## src/rtl/sreg_branch_unit.sv

```systemverilog
// AVR-style conditional/unconditional branch resolver: IDLE -> EVAL -> (REDIRECT -> FLUSH) -> IDLE.
// Optional macro SREG_BRANCH_STATS_EN adds saturating taken/not-taken counters.
module sreg_branch_unit (
   input  logic        clk,
   input  logic        reset,
   input  logic        req_valid,
   input  logic [1:0]  req_type,
   input  logic [2:0]  bit_sel,
   input  logic [11:0] offset,
   input  logic [15:0] pc_in,
   input  logic [7:0]  sreg,
   output logic        req_ready,
   output logic        pc_load,
   output logic [15:0] pc_target,
   output logic        flush,
   output logic        done,
   output logic        taken
`ifdef SREG_BRANCH_STATS_EN
   ,
   output logic [15:0] taken_count,
   output logic [15:0] not_taken_count
`endif
);

   typedef enum logic [1:0] {
      S_IDLE     = 2'd0,
      S_EVAL     = 2'd1,
      S_REDIRECT = 2'd2,
      S_FLUSH    = 2'd3
   } state_t;

   typedef enum logic [1:0] {
      BR_BRBS = 2'b00,
      BR_BRBC = 2'b01,
      BR_RJMP = 2'b10,
      BR_RSVD = 2'b11
   } br_type_t;

   state_t      state;
   br_type_t    lat_type;
   logic [2:0]  lat_bit;
   logic [11:0] lat_offset;
   logic [15:0] lat_pc;

   logic        cond;
   logic [15:0] sext_offset;
   logic [15:0] branch_target;

   // Decision uses the live sreg during EVAL so a flag write in the acceptance cycle is seen.
   always_comb begin
      cond        = 1'b0;
      sext_offset = '0;
      unique case (lat_type)
         BR_BRBS: cond = sreg[lat_bit];
         BR_BRBC: cond = ~sreg[lat_bit];
         BR_RJMP: cond = 1'b1;
         default: cond = 1'b0;
      endcase
      if (lat_type == BR_RJMP)
         sext_offset = {{4{lat_offset[11]}}, lat_offset};
      else
         sext_offset = {{9{lat_offset[6]}}, lat_offset[6:0]};
      branch_target = lat_pc + 16'd1 + sext_offset;
   end

   always_ff @(posedge clk) begin
      if (reset) begin
         state      <= S_IDLE;
         req_ready  <= 1'b1;
         pc_load    <= 1'b0;
         flush      <= 1'b0;
         done       <= 1'b0;
         taken      <= 1'b0;
         pc_target  <= '0;
         lat_type   <= BR_BRBS;
         lat_bit    <= '0;
         lat_offset <= '0;
         lat_pc     <= '0;
`ifdef SREG_BRANCH_STATS_EN
         taken_count     <= '0;
         not_taken_count <= '0;
`endif
      end else begin
         pc_load <= 1'b0;
         flush   <= 1'b0;
         done    <= 1'b0;
         unique case (state)
            S_IDLE: begin
               if (req_valid && req_ready) begin
                  lat_type   <= br_type_t'(req_type);
                  lat_bit    <= bit_sel;
                  lat_offset <= offset;
                  lat_pc     <= pc_in;
                  req_ready  <= 1'b0;
                  state      <= S_EVAL;
               end
            end
            S_EVAL: begin
               if (cond) begin
                  taken     <= 1'b1;
                  pc_target <= branch_target;
                  state     <= S_REDIRECT;
`ifdef SREG_BRANCH_STATS_EN
                  if (taken_count != '1)
                     taken_count <= taken_count + 16'd1;
`endif
               end else begin
                  taken     <= 1'b0;
                  done      <= 1'b1;
                  req_ready <= 1'b1;
                  state     <= S_IDLE;
`ifdef SREG_BRANCH_STATS_EN
                  if (not_taken_count != '1)
                     not_taken_count <= not_taken_count + 16'd1;
`endif
               end
            end
            S_REDIRECT: begin
               pc_load <= 1'b1;
               state   <= S_FLUSH;
            end
            S_FLUSH: begin
               flush     <= 1'b1;
               done      <= 1'b1;
               req_ready <= 1'b1;
               state     <= S_IDLE;
            end
            default: begin
               req_ready <= 1'b1;
               state     <= S_IDLE;
            end
         endcase
      end
   end

endmodule
```

## config.mk

```make
export PLATFORM = sky130hd
export DESIGN_NAME = sreg_branch_unit
export DESIGN_NICKNAME = d
export VERILOG_FILES = /design/src/rtl/sreg_branch_unit.sv
export SDC_FILE = /design/constraint.sdc
export NUM_CORES = 1
export LEC_CHECK = 0
export ABC_AREA = 1
export CAP_MARGIN = 15
export CORE_ASPECT_RATIO = 0.75
export CORE_UTILIZATION = 50
export CTS_CLUSTER_SIZE = 40
export DETAILED_ROUTE_END_ITERATION = 6
export PLACE_DENSITY = 0.84
export SLEW_MARGIN = 10
export SYNTH_ARGS = -nofsm -noshare
export SYNTH_HDL_FRONTEND = slang
export SYNTH_SLANG_ARGS = --single-unit
```

## constraint.sdc

```tcl
create_clock -name clk -period 3.8 [get_ports clk]
set_input_delay 0.57 -clock clk [delete_from_list [all_inputs] [get_ports clk]]
set_output_delay 0.57 -clock clk [all_outputs]
set_load 0.01 [all_outputs]
```

==> results of run 1 <==
==> state kept, by name, indices dropped and copies added, names as in the netlist, named ones only <==
name        count
lat_pc         16
pc_target      16
lat_offset     12
lat_bit         3
lat_type        2
done            1
flush           1
pc_load         1
req_ready       1
state           1
taken           1
==> cells in the mapped netlist, drive strengths merged <==
library cell and count:
a21oi 32, nand2 109, clkbuf 10, nand3 40
inv 53, o211ai 1, xor2 2, nand4 8
nor3 3, dfxtp 56, nor2 85, ha 15
o21ai 39, buf 5, nand3b 3, clkinv 1
o21bai 2, or2 1, fa 1, xnor2 6
==> worst paths after layout <==
| path | from | to | slack (ps) | cells past startpoint |
|---|---|---|---|---|
| min | lat_pc[0] | lat_pc[0] | 480 | 2 |
| max | lat_type[0] | pc_target[13] | 1400 | 16 |
| min reg2reg | lat_pc[0] | lat_pc[0] | 480 | 2 |
| max reg2reg | lat_type[0] | pc_target[13] | 1400 | 16 |
==> power by group <==
part	internal, mW	switching (mW)
Combinational	0.319	0.463
Clock	0.126	0.178
Sequential	0.674	0.0532
Total	1.12	0.694
==> stage by stage <==
step                      hold WS, ps  utilization, %  worst slack, ps  instances  power (mW)
after detailed placement          462            64.3             1200        602        1.50
after CTS                         475            65.6             1410        609        1.81
after floorplan                   433               -             1810        472        1.28
final                             476            66.1             1400        610        1.81
after global placement            450            64.3             1290        602        1.49
after global routing              516            66.1             1050        610        1.96
==> cells by family (layout without fill, tap and decap cells) <==
kind of cell | count (synthesis) | after routing | share of synthesized area (%)
AOI/OAI and AO/OA | 74 | 74 | 12.4
xor gates and xnor gates | 8 | 8 | 2.22
adders and majority gates | 16 | 16 | 6.60
buffers and inverters | 69 | 129 | 9.22
DFF | 56 | 56 | 35.6
and+or+nand+nor | 249 | 249 | 34.0
==> per-layer routing <==
layer,wire [µm],part of all wire [%],track usage [%],vias up
met1,3620,51,32.8,1342
met3,305,4.3,4.09,12
met4,94,1.3,4.96,0
met2,3090,43,37.3,82
met5,0,0,0,-
li1,-,-,-,1625
==> worst max-delay path, delay by kind of cell (launching register included) <==
kind,cells,cell delay (ps)
buffers and inverters,3,280
flip-flops,1,370
adder cells (fa/ha/maj),1,350
AO/OA/AOI/OAI,2,360
AND/OR/NAND/NOR,10,940
==> layout make-up <==
cell class,instances,share of cell area [%]
inverter,54,5.16
multi-input combinational,347,44.2
sequential,56,28.5
clock buffer,6,1.85
timing repair buffer,68,17.6
clock inverter,1,0.127
tap,78,2.48
==> results.rst, run 1 <==
.. list-table::
   :header-rows: 1

   * - Metric
     - Value
   * - Run status
     - completed
   * - Post-CTS Repair Setup Buffers
     - 0
   * - Standard-cell row count
     - 24
   * - # fillers
     - 529
   * - Worst min-delay path class
     - reg -> reg
   * - Average routed wire per standard cell
     - 11.7 µm
   * - Count of TritonRoute iterations in the first routing pass
     - 5
   * - Unrepaired setup endpoints after global routing
     - no
   * - Number of instances in the synthesized netlist
     - ~470
   * - Tightest Pin Transition
     - around 850 ps
   * - Critical setup path kind
     - reg -> reg
   * - Total congestion overflow
     - 0
   * - Antenna cell count
     - 0
   * - Part of the cycle the worst path needs
     - 63.1%
   * - Total global routing track utilization
     - 23.2%
   * - Clock buffer depth
     - 2
   * - Area of the multi-input gates
     - about 0.0017 mm²
   * - Sort of element at the start of the critical path
     - flop
   * - First DRT Iteration DRCs
     - 170
   * - Per-instance average area after synthesis
     - 6.67 µm²
   * - Arrival time at the worst endpoint
     - between 2000 and 3000 ps
   * - Share of the synthesized area in the top cell type
     - 35.6%
   * - Number of vias per cell after detailed routing
     - 5.02
   * - Post-route design area
     - 0.00393 mm²
   * - Count of unresolved DRC violations after routing
     - 0
   * - Maximum operating frequency
     - 417 MHz
   * - Root buffer cell
     - sky130_fd_sc_hd__clkbuf_8
   * - Number of antenna violations at the first check in global routing
     - 0
   * - Slowest library cell on the worst path
     - sky130_fd_sc_hd__dfxtp_1
   * - Top library cells by usage in the layout, fill and taps aside
     - sky130_fd_sc_hd__nand2_1 (105), sky130_fd_sc_hd__nor2_1 (84), sky130_fd_sc_hd__clkdlybuf4s50_1 (64)
   * - Via Count
     - 3061
   * - Cell type with the largest total area after synthesis
     - sky130_fd_sc_hd__dfxtp_1
   * - Fraction of final layout cells with drive strength greater than 1
     - around 4.7%
   * - Summed instance area of the synthesized netlist
     - 0.00315 mm²
   * - Vertical extent of the die
     - 70.7 µm
   * - Cell area after placement
     - around 0.0038 mm²
   * - Inserted Clock Buffers
     - 5
   * - Shortest period the worst path allows
     - roughly 2400 ps
   * - Worst path cell trace
     - clkinv_1 -> nand2_4 -> nand2_2 -> o21ai_0 -> inv_1 -> ha_1 -> nand2_1 -> inv_1 -> a21oi_1 -> nor2_1 -> nor2_1 -> nand2_1 -> nand2_1 -> nand2_1 -> nor2_1 -> nor2_1
   * - Setup TNS
     - 0 ps
   * - Largest stage delay on the critical path
     - roughly 370 ps
   * - Htree depth
     - 2
   * - P&R area growth vs syn
     - 24.7%
   * - Final Hold Violating Endpoints
     - 0
   * - Syn nets
     - ~530
   * - Maximum number of pins on one net before global-route repair
     - 43
   * - Max-cap viol count
     - 0
   * - Die Outline Area
     - 0.00662 mm²
   * - Commonest non-fill, non-tap cell in the layout
     - sky130_fd_sc_hd__nand2_1
   * - Final setup violation count
     - 0
   * - Top cells by area, synth
     - sky130_fd_sc_hd__dfxtp_1 (36%), sky130_fd_sc_hd__nand2_1 (13%), sky130_fd_sc_hd__nor2_1 (10%)
   * - Worst rel slew slack
     - a little over two fifths
   * - Layout net count
     - about 590
   * - Post-synthesis sequential area ratio
     - 35.6%
   * - Vias in the first global route
     - 2811
   * - Resized Gates After CTS
     - 0
   * - Number of clock sinks
     - 56
   * - Clock transition at the register clock pins on the worst setup and hold paths after CTS
     - 90 ps
   * - TritonCTS clock tree
     - yes
   * - Weighted congestion reported at the end of routability-driven placement
     - 0.889
   * - Standard cell core area
     - 0.00595 mm²
   * - Post-DP HPWL
     - 5590 µm
   * - Max Fanout on Critical Path
     - 8
   * - Worst vdd ir
     - 0.272 mV
   * - Leakage power total
     - about 1.9 nW
   * - Kind of end point of the critical path
     - flop
   * - DRT antenna net count
     - 0
   * - Sequential cell area
     - about 0.0011 mm²
   * - Latest clock arrival within the worst-skew pair
     - 310 ps
   * - Worst-case clock skew
     - between 4 and 5 ps
   * - First-pass GRT wire length
     - approximately 12000 µm
   * - Width of the chip
     - 93.6 µm
   * - Initial cell density of the core
     - 53.0%
   * - Register bit count reported by yosys
     - 56
   * - Ratio of total power to cell area
     - 462 mW/mm²
   * - Final Max Tran Viols
     - 0
   * - Number of top-level pins
     - 65
   * - Yosys warning count
     - 0
   * - Hold buffer count at cts
     - 0
   * - Number of distinct standard cells referenced by the synthesized netlist
     - 33
   * - Port Buf Inserts
     - 64
   * - Data required time of the worst path
     - 4010 ps
   * - Aggregate routed wire length
     - 7120 µm
Power figures use the tool's default switching activity.
==> inputs of run 2 (changes only) <==
--- a/config.mk
+++ b/config.mk
@@ -8,10 +8,10 @@
 export ABC_AREA = 1
 export CAP_MARGIN = 15
 export CORE_ASPECT_RATIO = 0.75
-export CORE_UTILIZATION = 50
+export CORE_UTILIZATION = 46
 export CTS_CLUSTER_SIZE = 40
 export DETAILED_ROUTE_END_ITERATION = 6
-export PLACE_DENSITY = 0.84
+export PLACE_DENSITY = 0.82
 export SLEW_MARGIN = 10
 export SYNTH_ARGS = -nofsm -noshare
 export SYNTH_HDL_FRONTEND = slang
==> constraint.sdc (replaced) <==
create_clock -name clk -period 2 [get_ports clk]
set_input_delay 0.3 -clock clk [delete_from_list [all_inputs] [get_ports clk]]
set_output_delay 0.3 -clock clk [all_outputs]
set_load 0.01 [all_outputs]
==> run 2 against run 1 <==
The flow now finishes with violations (setup timing); largest cell class unchanged; clock power up 110%; worst setup slack worse by 1400 ps; global-route usage down 0.053 points; die area up 8.5%; routed wire length up 14%; critical path depth down 3; worst hold slack worse by 13 ps; non-clock buffer count up 23; critical endpoint is now pc_target[15]; count of clock-buffer cells in the layout up 1; clock skew up 3.6 ps.
==> results.rst, run 2 (synthesized netlist as in run 1, its figures left out) <==
.. list-table::
   :header-rows: 1

   * - Metric
     - Value
   * - Via Count
     - 3262
   * - Worst rel slew slack
     - 75.1%
   * - Clock network fraction of total power
     - 16.0%
   * - Number of top-level pins
     - 65
   * - Maximum operating frequency
     - 494 MHz
   * - Standard cell core area
     - about 0.0064 mm²
   * - Width of the chip
     - between 90 and 100 µm
   * - Arrival time at the worst endpoint
     - ~2200 ps
   * - Cell-internal power
     - 2.43 mW
   * - Antenna cell count
     - 0
   * - Root buffer cell
     - sky130_fd_sc_hd__clkbuf_8
   * - Hold buffer count at cts
     - 0
   * - Layout net count
     - 615
   * - Slack of the worst reg-to-reg path
     - -20 ps
   * - Max-cap viol count
     - 0
   * - Average routed wire per standard cell
     - 12.7 µm
   * - Regs by FF count
     - lat_pc x16, pc_target x16, lat_offset x12
   * - Weighted congestion reported at the end of routability-driven placement
     - 0.948
   * - Part of the cycle the worst path needs
     - 101%
   * - Shortest period the worst path allows
     - 2020 ps
   * - Leakage power total
     - 1.99 nW
   * - Critical setup path kind
     - reg -> reg
   * - Failing checks
     - setup timing
   * - Number of antenna violations at the first check in global routing
     - 0
   * - Post-route setup slack
     - -23.9 ps
   * - Aggregate routed wire length
     - around 8100 µm
   * - # fillers
     - 550
   * - Initial cell density of the core
     - between 40% and 50%
   * - Number of vias per cell after detailed routing
     - 5.12
   * - Number of cells on the worst reg-to-reg path
     - 13
   * - Vertical extent of the die
     - 73.7 µm
   * - Max Fanout on Critical Path
     - 4
   * - Total global routing track utilization
     - 23.2%
   * - Hold path start
     - lat_offset[0]
   * - Clock transition at the register clock pins on the worst setup and hold paths after CTS
     - 100 ps
   * - Maximum number of pins on one net before global-route repair
     - 34
   * - Htree depth
     - 2
   * - Seq pwr share
     - 35.3%
   * - Die Outline Area
     - 0.00718 mm²
   * - Count of unresolved DRC violations after routing
     - 0
   * - Ratio of total power to cell area
     - slightly above 900 mW/mm²
   * - Final Hold Violating Endpoints
     - 0
   * - Cell count after placement
     - 625
   * - Kind of end point of the critical path
     - flop
   * - Worst min-delay path class
     - reg -> reg
   * - Post-DP HPWL
     - 6000 µm
   * - Clock buffer depth
     - 2
   * - Worst vdd ir
     - 0.452 mV
   * - Port Buf Inserts
     - 64
   * - Fraction of final layout cells with drive strength greater than 1
     - 18.5%
   * - Worst-case clock skew
     - between 8 and 9 ps
   * - Net switching share of the total power
     - 38.9%
   * - Standard-cell row count
     - 25
   * - Total congestion overflow
     - 0
   * - Vias in the first global route
     - 2977
   * - Worst setup path startpoint
     - lat_type[0]
   * - Data required time of the worst path
     - 2210 ps
   * - Final Max Tran Viols
     - 0
   * - Sort of element at the start of the critical path
     - flop
   * - Unrepaired setup endpoints after global routing
     - yes
   * - Latest clock arrival within the worst-skew pair
     - 310 ps
   * - Post-route design area
     - ~0.0044 mm²
   * - Relative contribution of combinational cells to total power
     - 48.7%
   * - First DRT Iteration DRCs
     - 203
   * - Commonest non-fill, non-tap cell in the layout
     - sky130_fd_sc_hd__nand2_1
   * - First-pass GRT wire length
     - 13500 µm
   * - Final cell count without fillers
     - around 640
   * - Critical R2R Launch
     - lat_type[0]
   * - Area of the multi-input gates
     - approximately 0.002 mm²
   * - Run status
     - finished, violations left
   * - Top library cells by usage in the layout, fill and taps aside
     - sky130_fd_sc_hd__nand2_1 (89), sky130_fd_sc_hd__nor2_1 (79), sky130_fd_sc_hd__clkdlybuf4s50_1 (64)
   * - Sequential cell area
     - 0.00112 mm²
   * - Inserted Clock Buffers
     - 5
   * - Switching pwr
     - 1.55 mW
   * - Count of TritonRoute iterations in the first routing pass
     - 4
   * - Worst hold path stage count
     - 2
   * - Tightest Pin Transition
     - 373 ps
   * - Final core utilization
     - 67.9%
   * - P&R area growth vs syn
     - 39.0%
   * - Cell area after placement
     - 0.00398 mm²
   * - Final setup violation count
     - 2
   * - Number of clock sinks
     - 56
   * - DRT antenna net count
     - 0
   * - TritonCTS clock tree
     - yes
[run 2: cell types whose count changed in the layout (fill, tap and decap cells not counted), moves of 8 or more]
cell                      previous run  this run
sky130_fd_sc_hd__buf_4               3        25
sky130_fd_sc_hd__nand2_1           105        89
sky130_fd_sc_hd__nand2_2             3        16
sky130_fd_sc_hd__ha_1               15         7
sky130_fd_sc_hd__ha_4                0         8
sky130_fd_sc_hd__inv_1              52        44
sky130_fd_sc_hd__inv_2               1         9
[run 2: critical path, stage by stage (launching register included)]
cell and delay (ps):
sky130_fd_sc_hd__dfxtp_2 340, sky130_fd_sc_hd__inv_2 70, sky130_fd_sc_hd__nand2_4 70, sky130_fd_sc_hd__buf_6 130
sky130_fd_sc_hd__o21ai_4 180, sky130_fd_sc_hd__inv_4 90, sky130_fd_sc_hd__ha_4 300, sky130_fd_sc_hd__inv_1 60
sky130_fd_sc_hd__nor3_2 260, sky130_fd_sc_hd__nand3_1 140, sky130_fd_sc_hd__nand3_1 90, sky130_fd_sc_hd__nand2_1 60
sky130_fd_sc_hd__nor2_1 80, sky130_fd_sc_hd__nor2_1 50
[run 2: per-layer routing]
metal  up-vias  share of wire (%)  GRT usage (%)
li1       1682                  -              -
met1      1466                 48           33.1
met2       108                 45           36.7
met4         0               0.57           3.92
met3         6                6.2           4.95
met5         -                  0              0
[run 2: layout make-up]
| class | count | area share [%] |
|---|---|---|
| multi-input cells | 347 | 45.8 |
| clock buffers | 7 | 1.97 |
| inverters | 54 | 4.69 |
| clock inverters | 1 | 0.171 |
| repair buffers | 91 | 19.4 |
| well taps | 81 | 2.31 |
| flip-flops and latches | 56 | 25.6 |
[run 2: worst paths after layout]
path                   end
max          pc_target[15]
max reg2reg  pc_target[15]
min reg2reg  lat_offset[0]
min          lat_offset[0]
[run 2: power groups by stage]
stage / sequential, mW / combinational [mW] / clock [mW]
2_1_floorplan: 1.41 / 1.02 / 0
3_3_place_gp: 1.41 / 1.57 / 0
3_5_place_dp: 1.41 / 1.59 / 0
4_1_cts: 1.40 / 1.78 / 0.655
5_1_grt: 1.43 / 2.13 / 0.704
6_report: 1.40 / 1.94 / 0.636
[run 2: timing repair]
| item | CTS | global route |
|---|---|---|
| setup endpoints to repair | 8 | 9 |
| hold endpoints to repair | 0 | 0 |
| buffers inserted | 1 | 3 |
| pin swaps | 6 | 20 |
| resized for setup | 33 | 36 |
[run 2: per-stage QoR]
stage               power [mW]  hold WS, ps  setup TNS, ps  setup slack [ps]
global placement          2.97          445           -487              -129
CTS                       3.84          472          -8.70             -5.18
floorplan                 2.44          369              0              6.82
finish                    3.98          463          -46.2             -23.9
global route              4.26          490           -899              -151
detailed placement        3.00          457           -818              -195
==> inputs of run 3 (changes only) <==
--- a/config.mk
+++ b/config.mk
@@ -12,7 +12,6 @@
 export CTS_CLUSTER_SIZE = 40
 export DETAILED_ROUTE_END_ITERATION = 6
 export PLACE_DENSITY = 0.82
-export SLEW_MARGIN = 10
 export SYNTH_ARGS = -nofsm -noshare
 export SYNTH_HDL_FRONTEND = slang
 export SYNTH_SLANG_ARGS = --single-unit
==> results of run 3 <==
The final DEF is identical to that of run 2; final timing and power are the same.
